`src/rtl/alu_muldiv.sv`:
```
// Iterative multiply/divide unit with HI/LO registers: shift-add multiply, restoring divide.
// Optional MADD/MADDU accumulate is enabled by defining ALU_MULDIV_MADD_EN.
module alu_muldiv #(
  parameter int WIDTH = 32,
  parameter int CNT_W = 6
) (
  input  logic             clk,
  input  logic             rst_n,
  input  logic             start,
  input  logic [2:0]       op,
  input  logic [WIDTH-1:0] a,
  input  logic [WIDTH-1:0] b,
  input  logic             flush,
  output logic             busy,
  output logic             done,
  output logic [WIDTH-1:0] hi,
  output logic [WIDTH-1:0] lo
);
  typedef enum logic [1:0] {S_IDLE, S_CALC, S_FIX} state_t;

  state_t             r_state, w_next;
  logic [CNT_W-1:0]   r_cnt;
  logic [WIDTH-1:0]   r_rem, r_q, r_b, r_a;
  logic               r_div, r_div0, r_neg_q, r_neg_r;

  logic               w_is_mul, w_is_div, w_is_madd, w_is_mt, w_idle_req, w_go, w_signed;
  logic               w_neg_a, w_neg_b;
  logic [WIDTH-1:0]   w_mag_a, w_mag_b;
  logic [WIDTH:0]     w_mul_sum, w_div_sh;
  logic               w_div_ok;
  logic [WIDTH-1:0]   w_div_sub, w_quo, w_remd, w_res_hi, w_res_lo;
  logic [2*WIDTH-1:0] w_prod, w_prod_s, w_mul_res;

  assign w_is_mul   = (op[2:1] == 2'b00);
  assign w_is_div   = (op[2:1] == 2'b01);
  assign w_is_mt    = (op[2:1] == 2'b10);
`ifdef ALU_MULDIV_MADD_EN
  logic r_madd;
  assign w_is_madd  = (op[2:1] == 2'b11);
`else
  assign w_is_madd  = 1'b0;
`endif
  assign w_idle_req = (r_state == S_IDLE) && start && !flush;
  assign w_go       = w_idle_req && (w_is_mul || w_is_div || w_is_madd);
  assign w_signed   = ~op[0];
  assign w_neg_a    = w_signed & a[WIDTH-1];
  assign w_neg_b    = w_signed & b[WIDTH-1];
  assign w_mag_a    = w_neg_a ? -a : a;
  assign w_mag_b    = w_neg_b ? -b : b;

  // One iteration of each algorithm; r_q holds multiplier / dividend-becoming-quotient.
  assign w_mul_sum = {1'b0, r_rem} + (r_q[0] ? {1'b0, r_b} : '0);
  assign w_div_sh  = {r_rem, r_q[WIDTH-1]};
  assign w_div_ok  = (w_div_sh >= {1'b0, r_b});
  assign w_div_sub = w_div_sh[WIDTH-1:0] - r_b;

  assign w_prod   = {r_rem, r_q};
  assign w_prod_s = r_neg_q ? -w_prod : w_prod;
`ifdef ALU_MULDIV_MADD_EN
  assign w_mul_res = w_prod_s + (r_madd ? {hi, lo} : '0);
`else
  assign w_mul_res = w_prod_s;
`endif
  assign w_quo  = r_neg_q ? -r_q : r_q;
  assign w_remd = r_neg_r ? -r_rem : r_rem;

  always_comb begin
    w_res_hi = w_mul_res[2*WIDTH-1:WIDTH];
    w_res_lo = w_mul_res[WIDTH-1:0];
    if (r_div) begin
      w_res_hi = r_div0 ? r_a : w_remd;
      w_res_lo = r_div0 ? '1  : w_quo;
    end
  end

  always_comb begin
    w_next = r_state;
    case (r_state)
      S_IDLE: if (w_go) w_next = S_CALC;
      S_CALC: begin
        if (flush)                             w_next = S_IDLE;
        else if (r_cnt == CNT_W'(WIDTH - 1))   w_next = S_FIX;
      end
      S_FIX:   w_next = S_IDLE;
      default: w_next = S_IDLE;
    endcase
  end

  always_ff @(posedge clk or negedge rst_n) begin
    if (!rst_n) r_state <= S_IDLE;
    else        r_state <= w_next;
  end

  always_ff @(posedge clk or negedge rst_n) begin
    if (!rst_n) begin
      r_cnt <= '0; r_rem <= '0; r_q <= '0; r_b <= '0; r_a <= '0;
      r_div <= 1'b0; r_div0 <= 1'b0; r_neg_q <= 1'b0; r_neg_r <= 1'b0;
`ifdef ALU_MULDIV_MADD_EN
      r_madd <= 1'b0;
`endif
      busy <= 1'b0; done <= 1'b0; hi <= '0; lo <= '0;
    end else begin
      busy <= (w_next != S_IDLE);
      done <= (r_state == S_FIX) && !flush;
      if (w_go) begin
        r_cnt   <= '0;
        r_rem   <= '0;
        r_a     <= a;
        r_div   <= w_is_div;
        r_div0  <= (b == '0);
        r_neg_q <= w_neg_a ^ w_neg_b;
        r_neg_r <= w_neg_a;
        r_q     <= w_is_div ? w_mag_a : w_mag_b;
        r_b     <= w_is_div ? w_mag_b : w_mag_a;
`ifdef ALU_MULDIV_MADD_EN
        r_madd  <= w_is_madd;
`endif
      end else if (r_state == S_CALC) begin
        r_cnt <= r_cnt + 1'b1;
        if (r_div) begin
          r_rem <= w_div_ok ? w_div_sub : w_div_sh[WIDTH-1:0];
          r_q   <= {r_q[WIDTH-2:0], w_div_ok};
        end else begin
          r_rem <= w_mul_sum[WIDTH:1];
          r_q   <= {w_mul_sum[0], r_q[WIDTH-1:1]};
        end
      end
      if (r_state == S_FIX && !flush) begin
        hi <= w_res_hi;
        lo <= w_res_lo;
      end else if (w_idle_req && w_is_mt) begin
        if (op[0]) lo <= a;
        else       hi <= a;
      end
    end
  end
endmodule

```
`config.mk`:
```
export PLATFORM = sky130hd
export DESIGN_NAME = alu_muldiv
export DESIGN_NICKNAME = d
export VERILOG_FILES = /design/src/rtl/alu_muldiv.sv
export SDC_FILE = /design/constraint.sdc
export NUM_CORES = 1
export LEC_CHECK = 0
export CAP_MARGIN = 20
export CORE_ASPECT_RATIO = 0.7
export CORE_MARGIN = 1.5
export CORE_UTILIZATION = 55
export CTS_CLUSTER_SIZE = 40
export DETAILED_ROUTE_END_ITERATION = 10
export PLACE_DENSITY = 0.85
export SKIP_LAST_GASP = 1
export SYNTH_ARGS = -nofsm -noshare
export SYNTH_HDL_FRONTEND = slang
export SYNTH_SLANG_ARGS = --single-unit
```
`constraint.sdc`:
```
create_clock -name clk -period 3.5 [get_ports clk]
set_input_delay 0.35 -clock clk [delete_from_list [all_inputs] [get_ports clk]]
set_output_delay 0.35 -clock clk [all_outputs]
set_load 0.1 [all_outputs]
```
Word level (Yosys, flattened, before mapping)
Cells that the tools add are included.
{"block": "classes", "add_sub_neg": 8, "n_lt_le_gt_ge": 1, "eq_ne": 6, "mux": 31, "bitwise_logic": 4, "n_reduce_logical": 16}
{"cell": "$mux W32", "n": 24}
{"cell": "$neg A32 Y32", "n": 4}
{"cell": "$mux W64", "n": 1}
{"cell": "$neg A64 Y64", "n": 1}
{"cell": "$add A32 B32 Y33", "n": 1}
{"cell": "$ge A33 B32 Y1", "n": 1}
{"cell": "$logic_not A32 Y1", "n": 1}
{"cell": "$sub A32 B32 Y32", "n": 1}
{"cell": "$mux W6", "n": 2}
{"cell": "$reduce_bool A2 Y1", "n": 4}
{"cell": "$add A6 B1 Y6 const B", "n": 1}
{"cell": "$eq A6 B5 Y1 const B", "n": 1}
{"cell": "$mux W2", "n": 3}
{"cell": "$logic_and A1 B1 Y1", "n": 5}
{"cell": "$eq A2 B1 Y1 const B", "n": 2}
{"cell": "$eq A2 B2 Y1 const B", "n": 2}
{"cell": "$logic_not A2 Y1", "n": 2}
{"cell": "$pmux W2 S2", "n": 1}
{"cell": "$reduce_and A2 Y1", "n": 2}
{"cell": "$and A1 B1 Y1", "n": 2}
{"cell": "$ne A2 B1 Y1 const B", "n": 1}
{"cell": "$logic_not A1 Y1", "n": 1}
{"cell": "$logic_or A1 B1 Y1", "n": 1}
{"cell": "$not A1 Y1", "n": 1}
{"cell": "$xor A1 B1 Y1", "n": 1}
{"block": "word_totals", "reg_bits": 206, "output_inout_bits": 66, "elab_cells": 80}

Logic depth before layout (Yosys ltp)
{"block": "logic_depth", "ltp_word": 7, "ltp_mapped": 14, "ltp_nobuf": 13}

Worst setup path before layout
Ideal clock, no wire load.
{"block": "synth_timing", "kind": "register to register", "startpoint": "reg r_q[0]", "endpoint": "reg hi[26]", "setup_ns": 0.079, "arrival_time_ns": 3.199, "t_required_ns": 3.421, "path_slack_ns": 0.222, "path_stages_with_launch": 14, "n_path_buf": 2, "cell_sequence": "dfrtp_1 inv_1 clkbuf_1 ha_1 nand2b_1 or4_1 clkbuf_1 or4_1 or3_1 o31ai_1 xnor2_1 nor2_1 a211oi_1 o21bai_1"}
{"block": "synth_via", "elab_chain_cells": 4}
{"item": "from (decl)", "line_no": "23", "source": "logic [WIDTH-1:0] r_rem, r_q, r_b, r_a;"}
{"item": "from (signal assigned)", "line_no": "113", "source": "r_q <= w_is_div ? w_mag_a : w_mag_b;"}
{"item": "from (signal assigned)", "line_no": "122", "source": "r_q <= {r_q[WIDTH-2:0], w_div_ok};"}
{"item": "from (signal assigned)", "line_no": "125", "source": "r_q <= {w_mul_sum[0], r_q[WIDTH-1:1]};"}
{"item": "$neg A64 Y64", "line_no": "58", "source": "assign w_prod_s = r_neg_q ? -w_prod : w_prod;"}
{"item": "$mux W64", "line_no": "58"}
{"item": "$mux W32", "line_no": "70", "source": "if (r_div) begin"}
{"item": "$mux W32", "line_no": "128", "source": "if (r_state == S_FIX && !flush) begin"}
{"item": "to (signal assigned)", "line_no": "129", "source": "hi <= w_res_hi;"}
{"item": "to (decl)", "line_no": "16", "source": "output logic [WIDTH-1:0] hi,"}
Every way passes these cells.
A chain may end at the register's enable or synchronous reset.

Worst setup path in the final report
{"block": "layout_timing", "startpoint": "reg r_q[10]", "endpoint": "reg hi[22]"}
Same word-level chain as after synthesis.

==> results by group <==
Outcome
  – Outcome: finished clean

Placement
  – DP HPWL: 54100 µm
  – GPL Wtd Cong: 1.06
  – Worst slack, placed: -0.113 ns
  – Port bufs: 136

Cells and area
  – FILL cells: 2589
  – Nets: between 2000 and 3000
  – Final core occ: roughly 68%
  – Share of layout cells above drive strength 1: 11.9%
  – Multi-input gate area: 11400 µm²
  – Area grow syn2layout: 21.3%
  – Storage element area: just over 5000 µm²

Power and ir drop
  – VDD IR max: 0.605 mV
  – Final Power: 18.2 mW
  – Power share of the combinational group: between 60% and 70%
  – Pwr Density: 865 nW/µm²
  – Part of the power in registers: 20.6%
  – P_sw: 9.40 mW
  – Switch share: 51.5%
  – Power Internal: 8.85 mW
  – Clock share of power: 15.1%
  – Lkg Pwr: just over 9 nW

Synth
  – Syn_nets: between 2000 and 2500
  – FFs w/ async S/R, synth: 100%
  – Post-synthesis sequential area ratio: 29.6%
  – Netlist cell types: 81
  – #FFs+latches synth: between 200 and 250
  – Synth Cell Area: roughly 17000 µm²
  – Synth Flop Type: dfrtp_1
  – EDFF count, synth: 0
  – Post-Syn Area per Cell: 7.79 µm²
  – Yosys warning count: 0
  – Gate Count Post-Synth: 2233

Global route
  – Initial antenna violation count: 3
  – Overflow left after global routing: 0
  – Total GRT Usage: 42.8%
  – First-pass GRT wire length: 106000 µm
  – Largest net degree at the start of global routing: 113
  – Vias in the first global route: about 18000

Clock tree
  – CTS clock-pin slew for the worst setup and hold paths: 0.07 ns
  – Number of CTS-inserted buffers: 23
  – Worst-Skew Late Latency: 0.57 ns
  – Clk buf depth: 3
  – H-tree Lvls: 1
  – Root Buffer: clkbuf_16
  – CTS tree: built
  – TritonCTS Sinks: 206

Detailed routing
  – # DRC: 0
  – Drt first pass iters: 6
  – Routed met1 length: about 30000 µm
  – DR top layer: met5
  – Wire length on met2: around 28000 µm
  – DR vias: 19300
  – Met3 routed WL: 11200 µm
  – Final WL: between 70000 and 80000 µm
  – Antenna Nets Post-Route: 0
  – DR vias/cell: 6.75
  – Routed length per instance: 24.8 µm
  – Iteration-0 DRC Markers: approximately 3300

STA
  – Final hold vios: 0
  – Slew headroom: roughly 28%
  – Endpoints failing setup: 0
  – Slew @ Worst Pin: between 1 and 1.5 ns
  – Worst Hold Slack: 0.343 ns
  – Max Slew Vio Count: 0
  – Setup TNS Final: 0 ns
  – Final worst slack: 0.0295 ns
  – Final period util: between 90% and 100%
  – Achievable Freq: 0.288 GHz
  – Layout Skew: roughly 0.029 ns
  – RSZ-0062 raised after global routing: true
  – Clock period minus worst slack: 3.47 ns

Run
  – Max Cap Violations: 0

Floorplan
  – Initial Util: between 50% and 60%
  – Core area: between 30000 and 40000 µm²
  – Die H: 152 µm
  – Core Rows: 54
  – DIE WIDTH: 216 µm
  – Full die area: 32700 µm²
  – Ports: 137

Critical path
  – CP endpoint kind: register
  – Crit-path max FO: 5
  – Critical Path RT: 3.93 ns
  – CP Data Arrival Time: 3.90 ns
  – WS Path Type: reg -> reg
  – Crit start category: register

Worst hold path
  – Worst hold path class: in -> async
[metrics by stage]
step | std cells | area, µm²
5_1_grt | 2866 | 21100
6_report | 2868 | 21100
3_5_place_dp | 2822 | 20200
3_3_place_gp | 2822 | 20200
2_1_floorplan | 2233 | 17400
4_1_cts | 2865 | 21000
[worst max-delay path: stages (launching register included)]
cell      delay [ns]
dfrtp_1         0.38
or3_1           0.47
nand3b_1        0.50
or4_1           0.70
or3_1           0.41
buf_4           0.19
o21ai_0         0.20
xnor2_1         0.12
o221ai_1        0.27
a21oi_1         0.11
[final cells by class]
| class | instances | area share (%) |
|---|---|---|
| clock inverters | 14 | 0.955 |
| flip-flops and latches | 206 | 24.5 |
| clock buffers | 28 | 3.01 |
| repair buffers | 329 | 13.5 |
| well taps | 420 | 2.49 |
| inverters | 72 | 1.28 |
| multi-input cells | 1797 | 54.3 |
| diodes | 2 | 0.0237 |
[power by group through the flow]
stage	Clock (mW)	Combinational, mW	Sequential [mW]
global route	2.85	12.4	3.81
finish	2.76	11.7	3.75
CTS	2.75	11.3	3.70
detailed placement	0	11.2	3.73
floorplan	0	5.88	5.00
global placement	0	11.1	3.70
[cell usage in the layout, fill, tap and decap left out, types with 20 or more instances in the layout]
master,netlist,layout
clkdlybuf4s50_1,0,134
o211ai_1,60,60
xnor2_1,81,81
a21oi_1,191,191
nor3_1,42,41
nand2b_1,23,21
nor2_1,173,172
mux2i_1,107,107
nand3_1,42,41
or3_1,29,28
xor2_1,76,76
a22oi_1,38,38
o31ai_1,28,27
clkbuf_16,0,23
or4_1,23,23
a211oi_1,28,27
nand2_1,276,275
ha_1,69,68
nor4_1,22,20
buf_4,1,189
o21ai_0,233,228
dfrtp_1,206,204
a21o_1,30,30
inv_1,69,67
[metal layers]
metal,GRT usage [%],vias to the layer above
li1,-,8516
met1,61.8,9219
met2,58.6,1424
met3,15.5,185
met4,13.3,4
met5,2.42,-
[sequential cells by signal, indices dropped and copies added, names as in the netlist, 2 cells and up]
| name | cells |
|---|---|
| r_rem | 32 |
| r_state | 2 |
| r_b | 32 |
| lo | 32 |
| r_q | 32 |
| r_a | 32 |
| hi | 32 |
| r_cnt | 6 |
[kinds of logic after synthesis]
kind of cell	after synthesis	share of synthesized area (%)
AO/OA/AOI/OAI	741	26.6
XOR/XNOR	157	7.91
adder cells (fa/ha/maj)	71	5.20
buffers and inverters	230	5.11
flip-flops	206	29.6
multiplexers	108	6.22
AND/OR/NAND/NOR	720	19.3
[worst paths after layout]
kind                       startpoint  endpoint  slack (ns)  cells after the start
max                           r_q[10]    hi[22]        0.03                      9
max in group asynchronous       rst_n  r_cnt[3]        2.18                      3
min                             rst_n   r_a[31]        0.34                      2
min in group clk                op[1]   r_q[13]        0.38                      3
max reg2reg                   r_q[10]    hi[22]        0.03                      9
min reg2reg                    r_a[2]    r_a[2]        0.48                      2
[what timing repair did]
action	4_1_cts	5_1_grt
buffers inserted	0	1
pin swaps	0	2
hold endpoints to repair	58	0
endpoints found under the setup margin	1	22
resized for setup	1	23
hold buffers	1	0
[synthesized netlist by cell type, types with 23 or more instances]
cell type | n | area, µm²
a211oi_1 | 28 | 210
a21o_1 | 30 | 225
a21oi_1 | 191 | 956
a22oi_1 | 38 | 285
clkbuf_1 | 132 | 495
dfrtp_1 | 206 | 5150
ha_1 | 69 | 863
inv_1 | 69 | 259
mux2i_1 | 107 | 1070
nand2_1 | 276 | 1040
nand2b_1 | 23 | 144
nand3_1 | 42 | 210
nor2_1 | 173 | 649
nor3_1 | 42 | 210
o211ai_1 | 60 | 450
o21ai_0 | 233 | 1170
o31ai_1 | 28 | 210
or3_1 | 29 | 181
or4_1 | 23 | 173
xnor2_1 | 81 | 709
xor2_1 | 76 | 666
No activity file was read; power rests on OpenSTA's default activity.
